<file path="src/rtl/nbody_step_scheduler.sv">
// nbody_step_scheduler
// Sequences one gravity-simulation timestep over the shared force and
// integration datapaths: clear accumulators, issue every body pair to the
// force datapath, drain, then issue every body index to the integration
// datapath, drain, and report DONE.
//
// Ports:
//   CLK, RESET              clock, synchronous active-high reset
//   START                   level request, one timestep per assertion
//   NUM_BODIES              body count, latched (clamped) when leaving IDLE
//   clear_accs              one-cycle accumulator clear pulse
//   PAIR_VALID/READY/I/J    force-datapath job handshake
//   PAIR_RET                force job retired (pulse)
//   INTEG_VALID/READY/IDX   integration-datapath job handshake
//   INTEG_RET               integration job retired (pulse)
//   BUSY, DONE, ERR         status; ERR is sticky until RESET
//
// Build option: define GRAV_FULL_PAIRS_EN to issue all ordered pairs (i != j)
// instead of the unordered pairs i < j.

module nbody_step_scheduler #(
  parameter int MAX_BODIES      = 10,
  parameter int IDX_W           = 4,
  parameter int MAX_OUTSTANDING = 4
) (
  input  logic             CLK,
  input  logic             RESET,
  input  logic             START,
  input  logic [31:0]      NUM_BODIES,
  output logic             clear_accs,
  output logic             PAIR_VALID,
  input  logic             PAIR_READY,
  output logic [IDX_W-1:0] PAIR_I,
  output logic [IDX_W-1:0] PAIR_J,
  input  logic             PAIR_RET,
  output logic             INTEG_VALID,
  input  logic             INTEG_READY,
  output logic [IDX_W-1:0] INTEG_IDX,
  input  logic             INTEG_RET,
  output logic             BUSY,
  output logic             DONE,
  output logic             ERR
);

  // One extra bit so a body count equal to 2^IDX_W is representable.
  localparam int CNT_W = IDX_W + 1;
  localparam int OUT_W = $clog2(MAX_OUTSTANDING + 1);
  localparam logic [CNT_W-1:0] MAX_N   = CNT_W'(MAX_BODIES);
  localparam logic [OUT_W-1:0] OUT_LIM = OUT_W'(MAX_OUTSTANDING);

  typedef enum logic [2:0] {
    S_IDLE        = 3'd0,
    S_CLEAR       = 3'd1,
    S_PAIR_ISSUE  = 3'd2,
    S_PAIR_DRAIN  = 3'd3,
    S_INTEG_ISSUE = 3'd4,
    S_INTEG_DRAIN = 3'd5,
    S_FINISH      = 3'd6
  } state_t;

  state_t           state_r, state_s;
  logic [CNT_W-1:0] n_r, n_s;
  logic [IDX_W-1:0] pi_r, pj_r, pi_s, pj_s;
  logic [IDX_W-1:0] pi_nx_s, pj_nx_s;
  logic [IDX_W-1:0] idx_r, idx_s;
  logic [CNT_W-1:0] pi_ext_s, pj_ext_s, idx_ext_s;
  logic [OUT_W-1:0] out_r, out_s;
  logic             err_r, err_s;
  logic             pair_xfer_s, integ_xfer_s;
  logic             pair_ret_ok_s, integ_ret_ok_s, stray_s;
  logic             pair_last_s, integ_last_s, over_s;
`ifdef GRAV_FULL_PAIRS_EN
  logic [CNT_W-1:0] jc_s;
`endif

  assign pi_ext_s  = {1'b0, pi_r};
  assign pj_ext_s  = {1'b0, pj_r};
  assign idx_ext_s = {1'b0, idx_r};
  assign PAIR_I    = pi_r;
  assign PAIR_J    = pj_r;
  assign INTEG_IDX = idx_r;

  // Pair-order successor of the currently offered pair, and last-pair detect.
  always_comb begin
    pi_nx_s     = pi_r;
    pj_nx_s     = pj_r;
    pair_last_s = 1'b0;
`ifdef GRAV_FULL_PAIRS_EN
    pair_last_s = (pi_ext_s + CNT_W'(1) == n_r) && (pj_ext_s + CNT_W'(2) == n_r);
    // Step j, jumping over the diagonal j == i.
    jc_s = (pj_ext_s + CNT_W'(1) == pi_ext_s) ? pj_ext_s + CNT_W'(2)
                                              : pj_ext_s + CNT_W'(1);
    if (jc_s < n_r) begin
      pj_nx_s = jc_s[IDX_W-1:0];
    end else begin
      // New i is at least 1, so j = 0 is never on the diagonal.
      pi_nx_s = pi_r + IDX_W'(1);
      pj_nx_s = {IDX_W{1'b0}};
    end
`else
    pair_last_s = (pi_ext_s + CNT_W'(2) == n_r) && (pj_ext_s + CNT_W'(1) == n_r);
    if (pj_ext_s + CNT_W'(1) < n_r) begin
      pj_nx_s = pj_r + IDX_W'(1);
    end else begin
      pi_nx_s = pi_r + IDX_W'(1);
      pj_nx_s = pi_r + IDX_W'(2);
    end
`endif
  end

  // Handshake decode, retire qualification, outstanding count and error.
  always_comb begin
    pair_xfer_s    = PAIR_VALID & PAIR_READY;
    integ_xfer_s   = INTEG_VALID & INTEG_READY;
    integ_last_s   = (idx_ext_s + CNT_W'(1) == n_r);
    // A retire only counts in its own phase and against a live job.
    pair_ret_ok_s  = PAIR_RET & ((state_r == S_PAIR_ISSUE) | (state_r == S_PAIR_DRAIN))
                     & (out_r != {OUT_W{1'b0}});
    integ_ret_ok_s = INTEG_RET & ((state_r == S_INTEG_ISSUE) | (state_r == S_INTEG_DRAIN))
                     & (out_r != {OUT_W{1'b0}});
    stray_s        = (PAIR_RET & ~pair_ret_ok_s) | (INTEG_RET & ~integ_ret_ok_s);
    over_s         = (state_r == S_IDLE) & START & (NUM_BODIES > 32'(MAX_BODIES));
    err_s          = err_r | stray_s | over_s;
    case ({pair_xfer_s | integ_xfer_s, pair_ret_ok_s | integ_ret_ok_s})
      2'b10:   out_s = out_r + OUT_W'(1);
      2'b01:   out_s = out_r - OUT_W'(1);
      default: out_s = out_r;
    endcase
  end

  // Next-state and index sequencing.
  always_comb begin
    state_s = state_r;
    n_s     = n_r;
    pi_s    = pi_r;
    pj_s    = pj_r;
    idx_s   = idx_r;
    case (state_r)
      S_IDLE: begin
        if (START) begin
          state_s = S_CLEAR;
          n_s     = (NUM_BODIES > 32'(MAX_BODIES)) ? MAX_N : NUM_BODIES[CNT_W-1:0];
          pi_s    = {IDX_W{1'b0}};
          pj_s    = IDX_W'(1);
          idx_s   = {IDX_W{1'b0}};
        end else begin
          state_s = S_IDLE;
        end
      end
      S_CLEAR: begin
        if (n_r == {CNT_W{1'b0}}) begin
          state_s = S_FINISH;
        end else if (n_r == CNT_W'(1)) begin
          state_s = S_INTEG_ISSUE;
        end else begin
          state_s = S_PAIR_ISSUE;
        end
      end
      S_PAIR_ISSUE: begin
        if (pair_xfer_s && pair_last_s) begin
          state_s = S_PAIR_DRAIN;
        end else if (pair_xfer_s) begin
          pi_s = pi_nx_s;
          pj_s = pj_nx_s;
        end else begin
          state_s = S_PAIR_ISSUE;
        end
      end
      S_PAIR_DRAIN: begin
        // Integration may only start once every force job has retired.
        if (out_s == {OUT_W{1'b0}}) begin
          state_s = S_INTEG_ISSUE;
        end else begin
          state_s = S_PAIR_DRAIN;
        end
      end
      S_INTEG_ISSUE: begin
        if (integ_xfer_s && integ_last_s) begin
          state_s = S_INTEG_DRAIN;
        end else if (integ_xfer_s) begin
          idx_s = idx_r + IDX_W'(1);
        end else begin
          state_s = S_INTEG_ISSUE;
        end
      end
      S_INTEG_DRAIN: begin
        if (out_s == {OUT_W{1'b0}}) begin
          state_s = S_FINISH;
        end else begin
          state_s = S_INTEG_DRAIN;
        end
      end
      S_FINISH: begin
        if (!START) begin
          state_s = S_IDLE;
        end else begin
          state_s = S_FINISH;
        end
      end
      default: state_s = S_IDLE;
    endcase
  end

  // State registers and registered outputs, derived from next-state values.
  always_ff @(posedge CLK) begin
    if (RESET) begin
      state_r     <= S_IDLE;
      n_r         <= {CNT_W{1'b0}};
      pi_r        <= {IDX_W{1'b0}};
      pj_r        <= {IDX_W{1'b0}};
      idx_r       <= {IDX_W{1'b0}};
      out_r       <= {OUT_W{1'b0}};
      err_r       <= 1'b0;
      clear_accs  <= 1'b0;
      PAIR_VALID  <= 1'b0;
      INTEG_VALID <= 1'b0;
      BUSY        <= 1'b0;
      DONE        <= 1'b0;
      ERR         <= 1'b0;
    end else begin
      state_r     <= state_s;
      n_r         <= n_s;
      pi_r        <= pi_s;
      pj_r        <= pj_s;
      idx_r       <= idx_s;
      out_r       <= out_s;
      err_r       <= err_s;
      clear_accs  <= (state_s == S_CLEAR);
      PAIR_VALID  <= (state_s == S_PAIR_ISSUE) && (out_s < OUT_LIM);
      INTEG_VALID <= (state_s == S_INTEG_ISSUE) && (out_s < OUT_LIM);
      BUSY        <= (state_s != S_IDLE) && (state_s != S_FINISH);
      DONE        <= (state_s == S_FINISH);
      ERR         <= err_s;
    end
  end

endmodule

</file>
<file path="config.mk">
export PLATFORM = sky130hd
export DESIGN_NAME = nbody_step_scheduler
export DESIGN_NICKNAME = d
export VERILOG_FILES = /design/src/rtl/nbody_step_scheduler.sv
export SDC_FILE = /design/constraint.sdc
export NUM_CORES = 1
export LEC_CHECK = 0
export CELL_PAD_IN_SITES_DETAIL_PLACEMENT = 1
export CELL_PAD_IN_SITES_GLOBAL_PLACEMENT = 1
export CORE_UTILIZATION = 30
export DETAILED_ROUTE_END_ITERATION = 12
export PLACE_DENSITY_LB_ADDON = 0.1
export SYNTH_ARGS = -nofsm -noshare
export SYNTH_HDL_FRONTEND = slang
export SYNTH_SLANG_ARGS = --single-unit
</file>
<file path="constraint.sdc">
create_clock -name CLK -period 2.9 [get_ports CLK]
set_input_delay 0.435 -clock CLK [delete_from_list [all_inputs] [get_ports CLK]]
set_output_delay 0.435 -clock CLK [all_outputs]
set_load 0.05 [all_outputs]
</file>
==> results of run 1 <==
metrics by stage:
| stage | worst slack, ps | setup TNS (ps) |
|---|---|---|
| after floorplan | 120 | 0 |
| after global placement | -269 | -1590 |
| after detailed placement | -356 | -2060 |
| after CTS | 21.2 | 0 |
| after global routing | 19.3 | 0 |
| final | 153 | 0 |
routing by layer:
layer,vias to the layer above,part of all wire
met3,5,0.045
met2,50,0.45
li1,981,-
met5,-,0
met1,896,0.50
met4,0,0.011
path summary, 6_finish.rpt:
path              start    end  slack, ps  cells past startpoint
max            PAIR_RET   BUSY        150                     12
min               err_r  err_r        490                      2
max reg2reg  state_r[2]   BUSY        240                     12
min reg2reg       err_r  err_r        490                      2
cells in the final DEF (no fill, tap or decap), types with 2 or more instances in the layout:
| cell type | n |
|---|---|
| nor4_1 | 7 |
| nor2_1 | 17 |
| buf_4 | 17 |
| nand2_1 | 19 |
| dfxtp_1 | 29 |
| o211ai_1 | 4 |
| or3_1 | 7 |
| a211oi_2 | 2 |
| clkdlybuf4s50_1 | 55 |
| a21oi_2 | 2 |
| clkbuf_8 | 6 |
| a21oi_1 | 11 |
| a21bo_2 | 2 |
| or4_1 | 3 |
| and3_1 | 2 |
| nor3_1 | 5 |
| mux2i_1 | 4 |
| nor2b_1 | 3 |
| xor2_1 | 6 |
| a211o_1 | 2 |
| xnor2_1 | 10 |
| a21o_1 | 2 |
| nand4_1 | 4 |
| nand3_1 | 12 |
| o21ai_0 | 3 |
| a211oi_1 | 2 |
| ha_1 | 9 |
| a221oi_1 | 2 |
| nor2b_2 | 2 |
| o21a_1 | 2 |
| o21ai_2 | 2 |
| o2111ai_1 | 3 |
| nand2b_1 | 4 |
| inv_1 | 16 |
logic make-up (layout without fill, tap and decap cells):
family	after synthesis	count (layout)
simple gates	93	93
flops	29	29
buf+inv	24	96
xor+xnor	17	17
fa+ha+maj	11	11
compound gates	51	51
mux	5	5
worst max-delay path: cells and delay by family:
family / cells / cell delay (ps)
AOI/OAI and AO/OA: 5 / 860
adders and majority gates: 2 / 590
buffers and inverters: 2 / 550
xor gates and xnor gates: 2 / 340
and+or+nand+nor: 1 / 120
report_power, final:
group / internal [mW] / leakage [nW] / switching (mW)
registers: 0.425 / 0.236 / 0.0294
logic: 0.192 / 0.790 / 0.223
clock network: 0.188 / 0.0443 / 0.152
total: 0.805 / 1.07 / 0.404
cell usage after synthesis (2+ instances only):
master | n | area (um2)
a21o_1 | 2 | 15.0
or4_1 | 3 | 22.5
o21a_1 | 2 | 15.0
o2111ai_1 | 3 | 26.3
clkbuf_1 | 7 | 26.3
nand2_1 | 19 | 71.3
or3_1 | 7 | 43.8
nor2b_1 | 5 | 31.3
inv_1 | 16 | 60.1
nor3_1 | 5 | 25.0
o21ai_0 | 4 | 20.0
nand2b_1 | 4 | 25.0
a211oi_1 | 3 | 22.5
a21bo_2 | 2 | 20.0
and3_1 | 2 | 12.5
mux2i_1 | 4 | 40.0
nor2_1 | 18 | 67.6
ha_1 | 10 | 125
a22oi_1 | 2 | 15.0
dfxtp_1 | 29 | 581
xor2_1 | 6 | 52.6
a221oi_1 | 2 | 17.5
a211o_1 | 2 | 17.5
a21oi_1 | 13 | 65.1
xnor2_1 | 10 | 87.6
nand3_1 | 12 | 60.1
o211ai_1 | 4 | 30.0
nand4_1 | 4 | 25.0
nor4_1 | 7 | 43.8
final cells by class:
class / count / area [um2]
fill: 735 / 3240
sequential: 29 / 581
inverter: 16 / 60.1
timing repair buffer: 73 / 691
clock buffer: 7 / 86.3
multi-input combinational: 177 / 1270
tap: 75 / 93.8
sequential cells by signal, summed over array words and instances, names as in the netlist:
signal       cells
BUSY             1
DONE             1
INTEG_IDX        4
INTEG_VALID      1
PAIR_I           4
PAIR_J           4
PAIR_VALID       1
clear_accs       1
err_r            1
n_r              5
out_r            3
state_r          3
repair_timing:
action | 4_1_cts | 5_1_grt
endpoints found under the hold margin | 0 | 0
gates resized for setup | 2 | 12
endpoints found under the setup margin | 2 | 8
pin swaps | 0 | 8
==> results.yml, run 1 <==
timing:
  fin_skew_ps: 4.21
  slew_headroom: 0.596
  slew_viol_final: 0
  rsz0062_at_grt: "no"
  min_period_ps: 2750
  fin_crit_sh: 0.947
  hold_viol: 0
  tightest_slew_ps: 601
  setup_viol: 0
  fmax_ghz: 0.364
  holdWs_ps: 492
pwr:
  p_leak_nw: 1.07
  p_total_mw: 1.21
  powerDensity_mw_per_mm2: 434
  peakVddDrop_uv: 210
logic_synthesis:
  yosysWarnings: 0
  ys.flop_type: "dfxtp_1"
  synth_compound_area_frac: 0.203
  ys_seq_area_frac: 0.306
  syn-instance-count: 230
  postSynthAreaPerCell_um2: 8.26
  syn_area_mm2: 0.00190
  synth_fa_ha_area_frac: 0.0764
  synthSimpleGateAreaFrac: 0.254
  synth_edf_count: 0
  synth_cell_types: 52
  syn_nets: 280
  synth_xor_area_frac: 0.0863
  ys_ff_latch: 29
  synth-async-reset-ratio: 0
  synthMuxAreaShare: 0.0270
  synth_top_family_by_area: "simple AND/OR/NAND/NOR gates"
floorplanning:
  die_width_um: 81.6
  die_area_mm2: 0.00665
  pin_count: 57
  rows: 28
  die_h_um: 81.6
  start_util: 0.315
  coreArea_mm2: 0.00603
global_routing:
  grt_first_pass_wirelength_mm: 9.53
  grt_use_met1: 0.254
  overflow: 0
  use_met3: 0.0356
  grt_usage: 0.189
  grt_busiest_layer: "met2"
  grt_pass1_vias: 1984
  antenna_found_initial: 0
  grt_max_degree: 12
  grtUsageMet2: 0.307
route:
  drtIter0Drc: 99
  dr.pass1.iters: 4
  ant_nets: 0
  vias: 1932
  finalWirelength_mm: 5.67
  routed_via_density: 5.12
  drc: 0
  detail_route.wl_per_cell_um: 15.0
place:
  io_buffers: 56
  place_hpwl_mm: 4.53
  placed_cells: 370
  gp_congestion: 0.784
  dpl_cell_area_mm2: 0.00265
finish:
  diodes: 0
  final_util: 0.462
  drive_gt1_frac: 0.146
  fin_cells: 377
  nets: 352
  design_area_mm2: 0.00279
  area_growth_pct: 46.7
setup_path:
  worstPathRequired_ps: 3070
  worst_path_max_delay_cell: "clkdlybuf4s50_1"
  cpPeakStageDelay_ps: 500
  endpoint_kind: "register"
  path_class: "input port to register"
  cp.arrival_ps: 2910
  crit_path_max_fanout: 4
  cp_cell_sequence: "clkdlybuf4s50_1, a22oi_1, nor2_1, ha_2, inv_1, fa_1, xor3_1, a32o_2, a21o_1, a21oi_4, xnor2_1, a21oi_1"
  crit_path_start_kind: "input port"
min_path:
  hold_path_class: "register to register"
outcome:
  status: "finished clean"
clocking:
  cts_tree: "built"
  root_buffer: "clkbuf_8"
  path_clk_slew_ps: 60
  cts.sinks: 29
  cts_setup_buffers: 0
  cts_buffers: 5
  ctsLongestPathBuffers: 2
  clock_latency_ps: 280
  ctsHoldBuffers: 0
  cts.htree.levels: 2
job:
  drv_cap: 0
Power figures use the tool's default switching activity.
==> run 2: changes to the inputs <==
DONT_BUFFER_PORTS = 1   (was default)
==> run 2 against run 1 <==
- worst setup slack better by 80 ps
- combinational power is 26% lower
- cell count fell by 13%
- total power rose by 1.5%
- critical path depth down 3
- sequential cell count is the same
- routed wire length fell by 1.1%
- via count is 6.5% lower
- sequential share of layout area rose by 4.9 points
- largest cell class unchanged
- highest routed layer unchanged
==> results.yml, run 2 (same netlist as run 1, synthesis figures left out) <==
timing:
  slew_headroom: 0.545
  slew_viol_final: 0
  tns_ps: 0
  fin_skew_ps: 8.11
  fmax_ghz: 0.375
  hold_viol: 0
  fin_crit_sh: 0.920
  rsz0062_at_grt: "no"
  tightest_slew_ps: 681
  holdWs_ps: 221
  min_period_ps: 2670
  setup_viol: 0
finish:
  area_growth_pct: 18.9
  largest_reg_flops: 5
  num-fill-cells: 730
  diodes: 0
  fin_cells: 327
  nets: 301
  drive_gt1_frac: 0.179
  layout_commonest_cell: "dfxtp_1"
  top_register: "n_r"
  layout_common_cells: "28 x dfxtp_1, 22 x buf_4, 19 x nand2_1"
pwr:
  powerDensity_mw_per_mm2: 544
  peakVddDrop_uv: 236
  p_leak_nw: 0.890
floorplanning:
  rows: 28
  die_width_um: 81.6
  coreArea_mm2: 0.00603
  pin_count: 57
  die_h_um: 81.6
  start_util: 0.315
  die_area_mm2: 0.00665
setup_path:
  worstPathRequired_ps: 3130
  cp_common_cell: "ha_1"
  r2r-start: "PAIR_J[0]"
  endpoint_kind: "register"
  reg2reg_to: "PAIR_J[0]"
  crit_path_start_kind: "register"
  cp_cell_sequence: "ha_1, and3_1, ha_1, nand3_1, or3_1, a211oi_2, o21ai_2, o2111ai_1, o211a_1"
  cp.arrival_ps: 2890
  worst_path_max_delay_cell: "a211oi_2"
  cpPeakStageDelay_ps: 420
  r2r_slack_ps: 230
  path_class: "register to register"
  crit_path_max_fanout: 10
  reg2regPathDepth: 9
place:
  placed_cells: 319
  place_hpwl_mm: 4.36
  io_buffers: 0
  gp_congestion: 0.746
clocking:
  clock_latency_ps: 280
  cts_tree: "built"
  path_clk_slew_ps: 70
  cts.sinks: 29
  root_buffer: "clkbuf_8"
  cts_buffers: 5
  cts_setup_buffers: 0
  cts.htree.levels: 2
  ctsLongestPathBuffers: 2
route:
  routed_via_density: 5.53
  ant_nets: 0
  drtIter0Drc: 41
  detail_route.wl_per_cell_um: 17.1
  dr.pass1.iters: 4
  drc: 0
  finalWirelength_mm: 5.61
  vias: 1807
global_routing:
  antenna_found_initial: 0
  grt_first_pass_wirelength_mm: 9.12
  grt_usage: 0.182
  grt_pass1_vias: 1798
  overflow: 0
  grt_max_degree: 26
min_path:
  holdPathEnd: "INTEG_IDX[1]"
  holdPathStages: 1
  min-delay-start: "RESET"
  hold_path_class: "input port to register"
job:
  drv_cap: 0
outcome:
  status: "finished clean"
run 2: cell type report:
type,instances,area [um2],area share
Multi-Input combinational cell,177,1240,0.550
Sequential cell,29,582,0.258
Timing Repair Buffer,22,165,0.0731
Tap cell,75,93.8,0.0416
Clock buffer,7,86.3,0.0382
Inverter,16,60.1,0.0266
Clock inverter,1,30.0,0.0133
run 2: worst max-delay path by stage:
stage               slack (ps)  startpoint  depth (start not counted)   endpoint
finish                     230   PAIR_J[0]                          9  PAIR_J[0]
global route                20   PAIR_J[0]                          9  PAIR_J[0]
CTS                         80  state_r[2]                         12       BUSY
detailed placement         130  state_r[2]                         12       BUSY
global placement           150  state_r[2]                         12       BUSY
floorplan                  120  state_r[1]                         13       BUSY
run 2: timing repair:
item,in CTS,in global routing
resized for setup,0,6
setup endpoints to repair,0,6
hold buffers,0,0
run 2: stage by stage:
stage               cell area [um2]  worst slack [ps]  total power, mW  utilization
detailed placement             2130               130            0.785        0.353
global placement               2130               148            0.785        0.353
global route                   2260              15.4             1.30        0.375
finish                         2260               233             1.23        0.375
floorplan                      1900               120            0.697            -
CTS                            2240              82.5             1.24        0.373
run 2: where the power goes:
part | switching [mW] | total (mW) | internal [mW]
sequential | 0.0490 | 0.475 | 0.426
combinational | 0.184 | 0.308 | 0.124
clock | 0.166 | 0.446 | 0.280
total | 0.399 | 1.23 | 0.830
run 2: metal layers:
metal | GRT usage | part of all wire | vias to the layer above | routed length [um]
met5 | 0 | 0 | - | 0
met4 | 0.0421 | 0.0082 | 0 | 46
met3 | 0.0422 | 0.058 | 5 | 324
met2 | 0.307 | 0.46 | 63 | 2600
met1 | 0.235 | 0.47 | 860 | 2630
li1 | - | - | 879 | -
run 2: worst max-delay path, delay by kind of cell, from the launching register on:
kind | cells | cell delay (ps)
DFF | 1 | 360
and+or+nand+nor | 3 | 650
AOI/OAI and AO/OA | 4 | 1090
adders and majority gates | 2 | 510
==> run 3: changes to the inputs <==
CTS_CLUSTER_SIZE = 25   (was default)
==> results of run 3 <==
Same layout as run 2: the final DEF is identical, and so are final timing and power.
